--- src/rtl/audio_i2s_tx_if.sv ---
// Sample-pair stream into the I2S transmitter.
// Handshake: a pair transfers on a clk edge where sample_valid && sample_ready; once
// sample_valid is raised the source holds sample_l/sample_r steady until that transfer.
interface audio_i2s_tx_if;
  logic [15:0] sample_l;
  logic [15:0] sample_r;
  logic        sample_valid;
  logic        sample_ready;

  modport master (output sample_l, output sample_r, output sample_valid, input sample_ready);
  modport slave  (input sample_l, input sample_r, input sample_valid, output sample_ready);
endinterface

--- src/rtl/audio_i2s_tx.sv ---
// I2S master transmitter: derives MCLK/SCLK/LRCK from one frame counter and shifts a
// 16-bit stereo pair per 64-SCLK frame, fed through a one-entry holding buffer.
module audio_i2s_tx #(
    parameter int SCLK_LOG2 = 5
) (
    input  logic          clk,
    input  logic          rst,
    input  logic          en,
    audio_i2s_tx_if.slave smp,
    output logic          mclk,
    output logic          sclk,
    output logic          lrck,
    output logic          sdata,
    output logic          underrun
);
    localparam int CW = SCLK_LOG2 + 6;

    logic [CW-1:0] cnt, cnt_nxt;
    logic [15:0]   tx_l, tx_r, tx_l_nxt, tx_r_nxt;
    logic [15:0]   buf_l, buf_r;
    logic          buf_full;
    logic          load, accept;
    logic          sdata_q, sdata_nxt;

    // Bit on the wire for a given counter value: slot 0 is the I2S one-bit delay,
    // slots 1..16 carry the word MSB first, the rest of the half-frame is padding.
    function automatic logic slot_bit(input logic [CW-1:0] c, input logic [15:0] wl,
                                      input logic [15:0] wr);
        logic [4:0]  s;
        logic [15:0] w;
        logic [3:0]  idx;
        logic        b;
        s   = c[SCLK_LOG2+4:SCLK_LOG2];
        w   = c[CW-1] ? wr : wl;
        idx = 4'(5'd16 - s);
        b   = 1'b0;
        if (s >= 5'd1 && s <= 5'd16) b = w[idx];
        return b;
    endfunction

    assign load             = en && (cnt == '1);
    assign smp.sample_ready = !buf_full || load;
    assign accept           = smp.sample_valid && smp.sample_ready;

    assign mclk  = cnt[SCLK_LOG2-3];
    assign sclk  = cnt[SCLK_LOG2-1];
    assign lrck  = cnt[CW-1];
    assign sdata = sdata_q;

    always_comb begin
        cnt_nxt  = en ? cnt + 1'b1 : '0;
        tx_l_nxt = tx_l;
        tx_r_nxt = tx_r;
        if (!en) begin
            tx_l_nxt = '0;
            tx_r_nxt = '0;
        end else if (load && buf_full) begin
            tx_l_nxt = buf_l;
            tx_r_nxt = buf_r;
        end
        // Data moves only on the SCLK falling edge, so it is settled at the rising edge.
        sdata_nxt = sdata_q;
        if (cnt_nxt[SCLK_LOG2-1:0] == '0) sdata_nxt = slot_bit(cnt_nxt, tx_l_nxt, tx_r_nxt);
    end

    always_ff @(posedge clk) begin
        if (rst) begin
            cnt      <= '0;
            tx_l     <= '0;
            tx_r     <= '0;
            buf_l    <= '0;
            buf_r    <= '0;
            buf_full <= 1'b0;
            sdata_q  <= 1'b0;
            underrun <= 1'b0;
        end else begin
            cnt     <= cnt_nxt;
            tx_l    <= tx_l_nxt;
            tx_r    <= tx_r_nxt;
            sdata_q <= sdata_nxt;
            if (load && !buf_full) underrun <= 1'b1;
            if (!en) begin
                buf_full <= 1'b0;
            end else if (accept) begin
                buf_l    <= smp.sample_l;
                buf_r    <= smp.sample_r;
                buf_full <= 1'b1;
            end else if (load) begin
                buf_full <= 1'b0;
            end
        end
    end
endmodule

--- src/flat_wrapper.sv ---
// flat-port wrapper written by rule: the top's interface ports become plain ports
module audio_i2s_tx_flat 
#(
    parameter int SCLK_LOG2 = 5
)
  (clk, rst, en, mclk, sclk, lrck, sdata, underrun, smp_sample_l, smp_sample_r, smp_sample_valid, smp_sample_ready);
  audio_i2s_tx_if smp_i ();
  input  logic clk;
  input  logic rst;
  input  logic en;
  output logic mclk;
  output logic sclk;
  output logic lrck;
  output logic sdata;
  output logic underrun;
  input wire logic [$bits(smp_i.sample_l)-1:0] smp_sample_l;
  input wire logic [$bits(smp_i.sample_r)-1:0] smp_sample_r;
  input wire logic [$bits(smp_i.sample_valid)-1:0] smp_sample_valid;
  output wire logic [$bits(smp_i.sample_ready)-1:0] smp_sample_ready;
  assign smp_i.sample_l = smp_sample_l;
  assign smp_i.sample_r = smp_sample_r;
  assign smp_i.sample_valid = smp_sample_valid;
  assign smp_sample_ready = smp_i.sample_ready;
  audio_i2s_tx #(.SCLK_LOG2(SCLK_LOG2)) u_core (.clk(clk), .rst(rst), .en(en), .smp(smp_i), .mclk(mclk), .sclk(sclk), .lrck(lrck), .sdata(sdata), .underrun(underrun));
endmodule
--- config.mk ---
export PLATFORM = sky130hd
export DESIGN_NAME = audio_i2s_tx_flat
export DESIGN_NICKNAME = d
export VERILOG_FILES = /design/src/rtl/audio_i2s_tx_if.sv /design/src/rtl/audio_i2s_tx.sv /design/src/flat_wrapper.sv
export SDC_FILE = /design/constraint.sdc
export NUM_CORES = 1
export LEC_CHECK = 0
export ABC_AREA = 1
export CAP_MARGIN = 20
export CORE_MARGIN = 5
export CORE_UTILIZATION = 50
export DETAILED_ROUTE_END_ITERATION = 16
export PLACE_DENSITY = 0.76
export RECOVER_POWER = 25
export SYNTH_ARGS = -nofsm -noshare
export SYNTH_HDL_FRONTEND = slang
export SYNTH_SLANG_ARGS = --single-unit
--- constraint.sdc ---
create_clock -name clk -period 1.9 [get_ports clk]
set_input_delay 0.475 -clock clk [delete_from_list [all_inputs] [get_ports clk]]
set_output_delay 0.475 -clock clk [all_outputs]
set_load 0.1 [all_outputs]
Yosys cells after proc, flatten, opt, wreduce, memory -nomap -nowiden. Cells that the tools add are included.

Add/sub/neg operators: 2. Bitwise logic cells: 1. Eq/ne operators: 1. Multiplexer cells: 11. Reduce and logical (&&, ||, !) cells: 11. Magnitude comparators: 3.

Operator list (number): two-way mux 16 bit (5); adder 11 x 1 -> 11 bit, second input constant (1); equality test 11 bit, second input constant (1); two-way mux 11 bit (1); greater-or-equal comparator 5 x 1 -> 1 bit, second input constant (1); less-or-equal comparator 5 bit, second input constant (1); logical AND 1 bit (5); zero test 5 bit (1); < comparator 4 x 5 -> 1 bit, second input constant (1); binary-select mux 1 bit (select 4 bit) (1); two-way mux 1 bit (4); subtractor 1 x 4 -> 4 bit, first input constant (1); AND reduction 2 bit (1); nonzero test 2 bit (1); OR reduction 2 bit (1); zero test 1 bit (1); logical OR 1 bit (1); NOT 1 bit (1).

Bits of input ports: 36. Register bits after elaboration: 78. Output and inout bits: 6.

Longest topological paths before layout.
Word-level depth: 9. Gate-level depth with buffers: 18. Depth with buffers taken out: 17.

Worst setup path after synthesis. Ideal clock, no wire load.

Path kind: register to register. From: register u_core.cnt[2]. To: register u_core.buf_r[10]. Arrival time: 3286 ps. Clock period less this slack: 3371 ps. Cell stages (with the launch flop): 8. Path buffers: 1. Required time: 1814 ps. Path slack: -1471 ps. Library setup time: 86 ps. Cells stage by stage: dfxtp_1 -> nand2_1 -> nor2_4 -> nand2_2 -> o21ai_2 -> nand3_1 -> clkbuf_1 -> a211oi_1.

Cells in the longest elaborated chain, start to end: 5.

Ends and longest elaborated chain: start, declared (RTL line audio_i2s_tx.sv:18) `logic [CW-1:0] cnt, cnt_nxt;`; start signal, assigned (RTL line audio_i2s_tx.sv:77) `cnt <= cnt_nxt;`; equality test 11 bit (RTL line audio_i2s_tx.sv:41) `assign load = en && (cnt == '1);`; logical AND 1 bit (RTL line audio_i2s_tx.sv:41); logical OR 1 bit (RTL line audio_i2s_tx.sv:42) `assign smp.sample_ready = !buf_full || load;`; net smp_sample_ready (RTL line flat_wrapper.sv:19) `output wire logic [$bits(smp_i.sample_ready)-1:0] smp_sample_ready;`; logical AND 1 bit (RTL line audio_i2s_tx.sv:43) `assign accept = smp.sample_valid && smp.sample_ready;`; AND reduction 2 bit (no source line); end signal, assigned (RTL line audio_i2s_tx.sv:86) `buf_r <= smp.sample_r;`; end, declared (RTL line audio_i2s_tx.sv:20) `logic [15:0] buf_l, buf_r;`.

The timed path passes the listed nets, and every way through them passes these cells. A chain may end at the register's enable or synchronous reset.

Worst setup path in the final report.
From: register u_core.cnt[1]. To: register u_core.sdata_q, in the netlist u_core.sdata.

Cells in the longest elaborated chain, start to end: 9. Elaborated cells on any way between the ends: 18. Those cells by class: add/sub (2); order compare (2); eq/ne (1); mux (9); reduce/logical (4).

Ends and longest elaborated chain: branches (longest 9 deep; another with adder 11 x 1 -> 11 bit); end signal, assigned (RTL line audio_i2s_tx.sv:80) `sdata_q <= sdata_nxt;`; end, declared (RTL line audio_i2s_tx.sv:23) `logic sdata_q, sdata_nxt;`.

Several ways; the timed one is not identified. The select of a mux whose other input is x is not followed.

==> metrics <==
dpl cell area=4690 sq um; wire per inst=15.8 um; final instance area=5630 sq um; Cells after Synth=537; DRC Markers=0; Cell Chain, Critical Path=ha_4 -> nand2_4 -> nor2_4 -> buf_6 -> nand4_4 -> clkbuf_16 -> nand2_1 -> nand3_2 -> nand2_1 -> nand2_1 -> nand2_1 -> nand3_1 -> nand3_1 -> nand2_1 -> nand2_1 -> nand3_2 -> a21oi_2; status=complete, but fails checks; share of layout cells above drive strength 1=32.3%; worst r2r src=u_core.cnt[1]$_SDFF_PP0_; Chip Width=96.5 um; IO Port Bufs=41; Worst EP required=2.19 ns; final worst path period share=117%; GP Congestion=0.870; via count=3935; Num Clock Sinks=78; max-slew violations=0; final setup margin=-0.315 ns; failing checks=setup timing; Post-Layout Cell Count=733; minimum clock period=2.22 ns; CP max stage cell=dfxtp_2; Hold Crit Class=flop to flop; biggest area consumer among synthesized cells=dfxtp_1; delay of the slowest critical-path stage=0.36 ns; Die Span Y=96.5 um; crit path kind=flop to flop; unrepaired setup endpoints after global routing=true; setup violators final=34; Max VDD drop=0.000442 V; # H-tree levels=3; Yosys top cell area share=41.8%; top_reg_cell synth=dfxtp_1; GR Overflow Total=0; Post-Syn Nets=576; CTS tree=built; register area share after synthesis=41.8%; DRT Pass-1 Iters=6; worst hold slack=0.455 ns; initial antenna violation count=0; Worst Tran Pin Value=0.602 ns; Hold Vio Cnt, Final=0; Max-Cap Viols=0; Final Power=3350 uW; CP max FO=8; Core ar.=7250 sq um; slew margin rel.=59.8%; CTS max path bufs=2; CP Launch Type=flop; post-layout net count=668; Setup crit end kind=flop; CTS Buf Count=9; post-synth cell types=33; vias in the first global route=3442; number of synthesis warnings=0; I/O pin count=42; largest cells by area after synthesis=dfxtp_1 42%, nand3_1 11%, nand2_1 9.3%, nor2_1 8.9%, inv_1 7.4%; Critical Path Most Common Cell=nand2_1; PwrDens=595 nW/um^2; f_max=0.451 GHz; Reg clk slew, reported paths=0.08 ns; GRT Total Usage=21.0%; Post-Syn Area=3740 sq um; antenna-violating nets left=0; flop and latch count out of synthesis=78; root buffer cell=clkbuf_8; Leakage=0.00236 uW; # diodes=0; hold_sp=u_core.buf_r[15]$_SDFFE_PP0P_; EDFF count, synth=0; Layout area overhead=50.6%; placed cell count=694; clock latency at the later pin of the worst-skew pair=0.36 ns; die footprint=9300 sq um; Via density=5.37; first-iteration detailed-routing DRC count=341; detailed-route wire length=11600 um; clk_skew=0.0106 ns; syn avg cell area=6.96 sq um; dpl hpwl=6280 um; initial core utilization=51.5%; Cell Rows=31; global-route wire length before repair=15300 um; crit path from=u_core.cnt[1]$_SDFF_PP0_; largest net degree at the start of global routing=48; Post-synth ARST share=0%; Critical Path AT=2.51 ns
-- placed cells by master, fill, tap and decap left out, types with 6 or more instances in the layout --
cell	instances
a211oi_1	14
a211oi_2	16
a21oi_1	9
buf_12	15
buf_4	47
buf_6	7
clkbuf_16	8
clkbuf_8	11
clkdlybuf4s50_1	33
dfxtp_1	73
inv_1	70
inv_2	6
nand2_1	82
nand2_2	10
nand2_4	6
nand3_1	58
nand3_2	22
nand4_1	10
nor2_1	63
nor2_2	21
nor2_4	12
-- final timing paths --
| check | slack (ns) | to | depth (start not counted) |
|---|---|---|---|
| min reg2reg | 0.45 | u_core.buf_r[15]$_SDFFE_PP0P_ | 2 |
| max | -0.32 | u_core.sdata$_SDFFE_PP0N_ | 17 |
| max reg2reg | -0.32 | u_core.sdata$_SDFFE_PP0N_ | 17 |
| min | 0.45 | u_core.buf_r[15]$_SDFFE_PP0P_ | 2 |
-- metal layers --
layer | track usage (%) | vias up | part of all wire (%)
met5 | 0 | - | 0
met2 | 34.5 | 153 | 51
met3 | 3.41 | 53 | 5.2
li1 | - | 1903 | -
met4 | 9.93 | 0 | 4.2
met1 | 27.0 | 1826 | 40
-- synth_stat cells, types with 2 or more instances --
cell type,number
nand2_1,93
nor2_1,89
nand3_1,82
dfxtp_1,78
inv_1,74
a211oi_1,30
clkbuf_1,13
a21oi_1,10
buf_2,10
nand4_1,10
buf_1,4
nand2_2,4
nor2_2,4
o21ai_0,4
buf_6,3
ha_1,3
nand3b_1,3
nor2_4,3
a21oi_2,2
buf_4,2
inv_2,2
o21ai_1,2
xor2_1,2
-- power breakdown --
part	internal [uW]	switching [uW]	leakage, uW
combinational	198	210	0.00162
clock	626	619	0.0000978
sequential	1680	17.7	0.000638
-- worst max-delay path, delay by kind of cell, from the launching register on --
family,cells,cell delay [ns]
compound gates,1,0.13
flops,1,0.36
simple gates,13,1.13
buf+inv,2,0.37
fa+ha+maj,1,0.16
-- registers in the layout, indices dropped and copies added, names as in the netlist --
| signal | flops |
|---|---|
| u_core.buf_full | 1 |
| u_core.buf_l | 16 |
| u_core.underrun | 1 |
| u_core.sdata | 1 |
| u_core.tx_l | 16 |
| u_core.tx_r | 16 |
| u_core.cnt | 11 |
| u_core.buf_r | 16 |
-- cells by family (layout without fill, tap and decap cells) --
group                    count (synthesis)  count (layout)  synth area share [%]
adder cells (fa/ha/maj)                  3               3                  1.00
AND/OR/NAND/NOR                        292             292                  35.0
XOR/XNOR                                 3               3                 0.703
flip-flops                              78              78                  41.8
AO/OA/AOI/OAI                           51              51                  9.31
buffers and inverters                  110             207                  12.2
-- cell type report --
type                    instances  area [sq um]
well taps                      99           124
clock buffers                  14           184
clock inverters                 2          12.5
fillers                       487          1620
multi-input cells             349          2150
inverters                      78           294
flip-flops and latches         78          1580
repair buffers                113          1280
-- stage by stage --
step / setup TNS, ns / setup slack [ns] / utilization, %
floorplan: -9.37 / -0.284 / -
global placement: -5.29 / -0.541 / 64.7
detailed placement: -7.32 / -0.576 / 64.7
CTS: -0.393 / -0.200 / 68.2
global route: -4.37 / -0.431 / 77.6
finish: -2.42 / -0.315 / 77.6
-- what timing repair did --
| item | in CTS | in global routing |
|---|---|---|
| pin swaps | 4 | 28 |
| hold buffers | 0 | 0 |
| cloned | 0 | 12 |
| gates resized for setup | 10 | 96 |
| setup endpoints to repair | 3 | 17 |
| setup buffers | 2 | 9 |
Note: power is estimated with default switching activity, not from simulation.
